--- config.mk ---
export PLATFORM = sky130hd
export DESIGN_NAME = debounce_bank_flat
export DESIGN_NICKNAME = d
export VERILOG_FILES = /design/src/rtl/debounce_bank_if.sv /design/src/rtl/debounce_bank.sv /design/src/flat_wrapper.sv
export SDC_FILE = /design/constraint.sdc
export NUM_CORES = 1
export LEC_CHECK = 0
export ABC_CLOCK_PERIOD_IN_PS = 3000
export BUFFER_PORTS_ARGS = -buffer_cell sky130_fd_sc_hd__buf_2
export CAP_MARGIN = 0
export CORE_AREA = 2 2 170 172
export CTS_CLUSTER_DIAMETER = 50
export DETAILED_ROUTE_END_ITERATION = 16
export DIE_AREA = 0 0 172 174
export GPL_ROUTABILITY_DRIVEN = 0
export GPL_TIMING_DRIVEN = 0
export REMOVE_ABC_BUFFERS = 1
export SLEW_MARGIN = 20
export SYNTH_ARGS = -nofsm -noshare
export SYNTH_HDL_FRONTEND = slang
export SYNTH_SLANG_ARGS = --single-unit
--- constraint.sdc ---
create_clock -name clk -period 3 [get_ports clk]
set_input_delay 0.3 -clock clk [delete_from_list [all_inputs] [get_ports clk]]
set_output_delay 0.3 -clock clk [all_outputs]
set_load 0.05 [all_outputs]
--- src/rtl/debounce_bank_if.sv ---
// Button-pin and debounced-event bundle for debounce_bank.
// The slave side is the debouncer; the master side is whoever drives the pins and consumes the events.
interface debounce_bank_if #(
  parameter int N_BTN = 4
);
  logic [N_BTN-1:0] btn_in;
  logic [N_BTN-1:0] btn_level;
  logic [N_BTN-1:0] press_pulse;
  logic [N_BTN-1:0] release_pulse;
  logic [N_BTN-1:0] long_pulse;
  logic [N_BTN-1:0] repeat_pulse;
  logic             any_pressed;

  modport master (
    output btn_in,
    input  btn_level, press_pulse, release_pulse, long_pulse, repeat_pulse, any_pressed
  );

  modport slave (
    input  btn_in,
    output btn_level, press_pulse, release_pulse, long_pulse, repeat_pulse, any_pressed
  );
endinterface

--- src/rtl/debounce_bank.sv ---
// N-channel push-button debouncer with press/release/long-press/auto-repeat pulses.
//   state         | meaning
//   ST_RELEASED   | button not accepted as pressed
//   ST_HELD       | accepted press, counting towards long press
//   ST_LONG_HELD  | long press reached, counting repeat periods
module debounce_bank #(
  parameter int N_BTN         = 4,
  parameter int DELAY         = 500_000,
  parameter int LONG_DELAY    = 12_500_000,
  parameter int REPEAT_PERIOD = 2_500_000,
  parameter bit ACTIVE_LOW    = 1'b1
) (
  input  logic           clk,
  input  logic           rst_n,
  debounce_bank_if.slave bus
);

  localparam int MAX_A = (DELAY > LONG_DELAY) ? DELAY : LONG_DELAY;
  localparam int MAX_V = (MAX_A > REPEAT_PERIOD) ? MAX_A : REPEAT_PERIOD;
  localparam int CW    = $clog2(MAX_V + 1);

  localparam logic [CW-1:0] DLY_M1 = CW'(DELAY - 1);
  localparam logic [CW-1:0] LNG_M1 = CW'(LONG_DELAY - 1);
  localparam logic [CW-1:0] REP_M1 = CW'((REPEAT_PERIOD == 0) ? 0 : REPEAT_PERIOD - 1);
  localparam logic [N_BTN-1:0] REL_LVL = {N_BTN{ACTIVE_LOW}};

  typedef enum logic [1:0] {
    ST_RELEASED,
    ST_HELD,
    ST_LONG_HELD
  } hold_st_e;

  logic [N_BTN-1:0] sync0_q, sync0_d;
  logic [N_BTN-1:0] sync1_q, sync1_d;
  logic [N_BTN-1:0] stable_q, stable_d;
  logic [N_BTN-1:0] level_prev_q, level_prev_d;
  logic [N_BTN-1:0] press_q, press_d;
  logic [N_BTN-1:0] release_q, release_d;
  logic [N_BTN-1:0] long_q, long_d;
  logic [N_BTN-1:0] repeat_q, repeat_d;
  logic             any_q, any_d;
  logic [N_BTN-1:0] level, level_d;
  logic [CW-1:0]    cnt_q [N_BTN];
  logic [CW-1:0]    cnt_d [N_BTN];
  logic [CW-1:0]    hold_cnt_q [N_BTN];
  logic [CW-1:0]    hold_cnt_d [N_BTN];
  hold_st_e         state_q [N_BTN];
  hold_st_e         state_d [N_BTN];

  // Normalised so that 1 always means pressed.
  assign level = stable_q ^ REL_LVL;

  always_comb begin
    sync0_d      = bus.btn_in;
    sync1_d      = sync0_q;
    stable_d     = stable_q;
    level_prev_d = level;
    press_d      = level & ~level_prev_q;
    release_d    = ~level & level_prev_q;
    long_d       = '0;
    repeat_d     = '0;
    for (int i = 0; i < N_BTN; i++) begin
      cnt_d[i]      = '0;
      hold_cnt_d[i] = hold_cnt_q[i];
      state_d[i]    = state_q[i];

      if (sync1_q[i] != stable_q[i]) begin
        if (cnt_q[i] == DLY_M1) begin
          stable_d[i] = sync1_q[i];
        end else begin
          cnt_d[i] = cnt_q[i] + CW'(1);
        end
      end

      // A release on the same edge as a long/repeat terminal count wins.
      case (state_q[i])
        ST_RELEASED: begin
          hold_cnt_d[i] = '0;
          if (press_d[i]) begin
            state_d[i] = ST_HELD;
          end
        end
        ST_HELD: begin
          if (release_d[i]) begin
            state_d[i]    = ST_RELEASED;
            hold_cnt_d[i] = '0;
          end else if (hold_cnt_q[i] == LNG_M1) begin
            long_d[i]     = 1'b1;
            state_d[i]    = ST_LONG_HELD;
            hold_cnt_d[i] = '0;
          end else begin
            hold_cnt_d[i] = hold_cnt_q[i] + CW'(1);
          end
        end
        ST_LONG_HELD: begin
          if (release_d[i]) begin
            state_d[i]    = ST_RELEASED;
            hold_cnt_d[i] = '0;
          end else if (REPEAT_PERIOD == 0) begin
            hold_cnt_d[i] = '0;
          end else if (hold_cnt_q[i] == REP_M1) begin
            repeat_d[i]   = 1'b1;
            hold_cnt_d[i] = '0;
          end else begin
            hold_cnt_d[i] = hold_cnt_q[i] + CW'(1);
          end
        end
        default: begin
          state_d[i]    = ST_RELEASED;
          hold_cnt_d[i] = '0;
        end
      endcase
    end
    level_d = stable_d ^ REL_LVL;
    any_d   = |level_d;
  end

  always_ff @(posedge clk or negedge rst_n) begin
    if (!rst_n) begin
      sync0_q      <= REL_LVL;
      sync1_q      <= REL_LVL;
      stable_q     <= REL_LVL;
      level_prev_q <= '0;
      press_q      <= '0;
      release_q    <= '0;
      long_q       <= '0;
      repeat_q     <= '0;
      any_q        <= 1'b0;
      for (int i = 0; i < N_BTN; i++) begin
        cnt_q[i]      <= '0;
        hold_cnt_q[i] <= '0;
        state_q[i]    <= ST_RELEASED;
      end
    end else begin
      sync0_q      <= sync0_d;
      sync1_q      <= sync1_d;
      stable_q     <= stable_d;
      level_prev_q <= level_prev_d;
      press_q      <= press_d;
      release_q    <= release_d;
      long_q       <= long_d;
      repeat_q     <= repeat_d;
      any_q        <= any_d;
      for (int i = 0; i < N_BTN; i++) begin
        cnt_q[i]      <= cnt_d[i];
        hold_cnt_q[i] <= hold_cnt_d[i];
        state_q[i]    <= state_d[i];
      end
    end
  end

  assign bus.btn_level     = level;
  assign bus.press_pulse   = press_q;
  assign bus.release_pulse = release_q;
  assign bus.long_pulse    = long_q;
  assign bus.repeat_pulse  = repeat_q;
  assign bus.any_pressed   = any_q;

endmodule

--- src/flat_wrapper.sv ---
// flat-port wrapper written by rule: the top's interface ports become plain ports
module debounce_bank_flat 
#(
  parameter int N_BTN         = 4,
  parameter int DELAY         = 500_000,
  parameter int LONG_DELAY    = 12_500_000,
  parameter int REPEAT_PERIOD = 2_500_000,
  parameter bit ACTIVE_LOW    = 1'b1
)
  (clk, rst_n, bus_btn_in, bus_btn_level, bus_press_pulse, bus_release_pulse, bus_long_pulse, bus_repeat_pulse, bus_any_pressed);
  debounce_bank_if #(.N_BTN(N_BTN)) bus_i ();
  input  logic clk;
  input  logic rst_n;
  input wire logic [$bits(bus_i.btn_in)-1:0] bus_btn_in;
  output wire logic [$bits(bus_i.btn_level)-1:0] bus_btn_level;
  output wire logic [$bits(bus_i.press_pulse)-1:0] bus_press_pulse;
  output wire logic [$bits(bus_i.release_pulse)-1:0] bus_release_pulse;
  output wire logic [$bits(bus_i.long_pulse)-1:0] bus_long_pulse;
  output wire logic [$bits(bus_i.repeat_pulse)-1:0] bus_repeat_pulse;
  output wire logic [$bits(bus_i.any_pressed)-1:0] bus_any_pressed;
  assign bus_i.btn_in = bus_btn_in;
  assign bus_btn_level = bus_i.btn_level;
  assign bus_press_pulse = bus_i.press_pulse;
  assign bus_release_pulse = bus_i.release_pulse;
  assign bus_long_pulse = bus_i.long_pulse;
  assign bus_repeat_pulse = bus_i.repeat_pulse;
  assign bus_any_pressed = bus_i.any_pressed;
  debounce_bank #(.N_BTN(N_BTN), .DELAY(DELAY), .LONG_DELAY(LONG_DELAY), .REPEAT_PERIOD(REPEAT_PERIOD), .ACTIVE_LOW(ACTIVE_LOW)) u_core (.clk(clk), .rst_n(rst_n), .bus(bus_i));
endmodule
==> reports/qor.csv <==
metric,value,unit
outcome,completed,
pwr-share-seq,43.3,%
cts_tree,done,
max_cap_viol_count,0,
route.vias.total,7841,
finalSetupViolations,0,
dieArea,0.02993,mm^2
num-fill-cells,2731,
die_w,172,um
post_cts_buffers,0,
synth_edf_count,0,
grt_usage,14.45,%
crit_start,u_core.hold_cnt_q[72],
p_int,5854,uW
end_kind,register,
met2_length,9.410,mm
cp.arrival,2.98,ns
ir_drop,0.4697,mV
reg2reg_from,u_core.hold_cnt_q[72],
num-nets-final,1196,
clock.fmax,387.6,MHz
post-dp-hpwl,13.21,mm
routed_via_density,4.966,
required,3.40,ns
wl_met3,613,um
worstMarginPinSlew,1.053,ns
wl_per_cell,13.09,um
fin_crit_sh,85.99,%
drive_above_1_share,11.63,%
switching_power,1499,uW
r2r_slack,0.42,ns
drt-pass1-iter-count,7,
antenna_cells,0,
crit_path_max_fanout,24,
clkPwrFrac,55.0,%
yosysWarningCount,0,
antenna_found_initial,0,
combPwrFrac,1.7,%
numCtsBuffers,31,
cts_resized,0,
yosysTopAreaCell,dfrtp_1,
initial_core_util,40.08,%
skew,0.01685,ns
m1WireLength,10.25,mm
drt.antenna.violating_nets,0,
ctsHoldBuffers,5,
clock_latency,0.55,ns
io_buffers,26,
fin_total_pwr,7353,uW
rows,62,
hold_viol_final,0,
grt_max_degree,92,
htree_levels,1,
fp.dieH,174,um
area_growth,15.33,%
grt_pass1_vias,7900,
worst_r2r_endpoint,u_core.hold_cnt_q[75],
powerDensity,563.4,mW/mm^2
drt_iter0_markers,396,
netlist_area,0.01132,mm^2
cts.sinks,233,
fin_crit,2.580,ns
ys.flop_type,dfrtp_1,
syn-mean-instance-area,9.997,um^2
cts_root_buf,clkbuf_16,
p_sw_share,20.38,%
synth_cell_types,49,
yosysMostFrequentCell,dfrtp_1,
drc,0,
async_flop_share,100.0,%
place_inst,1516,
slew_viol_final,0,
rsz0062_at_grt,no,
syn_inst,1132,
synth_commonest_cells,"dfrtp_1, nor2_1, xor2_1, nand2_1, xnor2_1",
grt_overflow,0,
clk_pin_slew,0.06,ns
slew_headroom,29.75,%
r2r_cells,6,
synth-seq-cells,233,
core,0.02824,mm^2
min_path_type,primary input to asynchronous set/reset pin,
crit_type,register to register,
power.static_leakage,0.005678,uW
io_pins,27,
cp-start-kind,register,
synth.area.top_cells,"dfrtp_1, xor2_1, nor2_1",
wl,20.68,mm
fin_cells,1579,
endpoint,u_core.hold_cnt_q[75],
grt_first_pass_wirelength,36.86,mm
seq_area_frac_synth,51.65,%
highest_layer,met4,
cts_max_path_buffers,3,
synth_top_area_share,48.87,%
[flip-flops by register name, summed over array words and instances (netlist names), 4 cells and up]
signal                    flops
u_core.stable_q               4
u_core.bus.long_pulse         4
u_core.bus.press_pulse        4
u_core.cnt_q                 96
u_core.bus.repeat_pulse       4
u_core.state_q                8
u_core.level_prev_q           4
u_core.hold_cnt_q            96
u_core.sync0_q                4
u_core.sync1_q                4
u_core.bus.release_pulse      4
[logic make-up (layout without fill, tap and decap cells)]
| kind of cell | after synthesis | after routing | share of synthesized area, % |
|---|---|---|---|
| AND/OR/NAND/NOR | 602 | 602 | 27.24 |
| flip-flops | 233 | 233 | 51.65 |
| XOR/XNOR | 177 | 177 | 13.70 |
| buffers and inverters | 64 | 127 | 2.554 |
| AO/OA/AOI/OAI | 28 | 28 | 1.846 |
| adder cells (fa/ha/maj) | 20 | 20 | 2.211 |
| multiplexers | 8 | 8 | 0.7961 |
[metal layers]
layer	GRT usage, %	up-vias
met5	0	-
met4	3.676	0
li1	-	3952
met1	20.55	3787
met3	2.368	32
met2	23.03	70
[worst min-delay path by stage]
stage / slack, ns / depth (start not counted) / endpoint / from
2_1_floorplan: 0.004 / 0 / u_core.bus.any_pressed / rst_n
3_3_place_gp: 0.35 / 0 / u_core.sync1_q[0] / u_core.sync0_q[0]
3_5_place_dp: 0.28 / 1 / u_core.hold_cnt_q[49] / rst_n
4_1_cts: 0.28 / 2 / u_core.hold_cnt_q[48] / rst_n
5_1_grt: 0.31 / 2 / u_core.hold_cnt_q[48] / rst_n
6_report: 0.25 / 2 / u_core.hold_cnt_q[48] / rst_n
[layout by cell type (no fill, tap or decap), drive strengths merged, types with 8 or more instances in the layout]
cell,synthesis,layout
nor2,233,233
dfrtp,221,221
xor2,99,99
nand2,83,83
xnor2,78,78
nand4,65,65
nand3,62,62
clkbuf,11,38
inv,36,37
nor4,34,34
nor3,32,32
and4,30,30
and3,30,30
buf,17,28
ha,20,20
dfstp,12,12
a21oi,9,9
clkinv,0,9
bufinv,0,8
mux2,8,8
[layout make-up]
| cell class | instances | area (um^2) | area share, % |
|---|---|---|---|
| sequential | 233 | 5846 | 44.79 |
| clock buffer | 38 | 832.0 | 6.375 |
| clock inverter | 20 | 320.3 | 2.454 |
| tap | 384 | 480.5 | 3.681 |
| timing repair buffer | 33 | 245.2 | 1.879 |
| inverter | 36 | 135.1 | 1.035 |
| multi-input combinational | 835 | 5194 | 39.79 |
[per-stage QoR]
stage | hold WS, ns | worst slack, ns | instance area, um^2 | setup TNS (ns) | utilization (%)
global placement | 0.3472 | -2.626 | 11770 | -588.88 | 41.70
CTS | 0.2760 | 0.3800 | 13040 | 0 | 46.18
global route | 0.3108 | 0.1273 | 13050 | 0 | 46.22
floorplan | 0.004409 | 0.8052 | 11160 | 0 | -
detailed placement | 0.2819 | 0.3906 | 11840 | 0 | 41.93
finish | 0.2533 | 0.4203 | 13050 | 0 | 46.22
[power groups by stage]
stage | clock network, uW | logic (uW) | registers, uW
3_3_place_gp | 0 | 116 | 3240
4_1_cts | 4160 | 132 | 3180
2_1_floorplan | 0 | 37.1 | 3240
6_report | 4050 | 123 | 3180
3_5_place_dp | 0 | 126 | 3240
5_1_grt | 4290 | 149 | 3180
[worst max-delay path: stages (launching register included)]
cell     delay [ns]
dfrtp_1        0.38
ha_1           0.23
and4_1         0.31
nand3_1        0.14
nor4_2         0.46
o22a_1         0.78
nor2_1         0.12
Note: power is estimated with default switching activity, not from simulation.
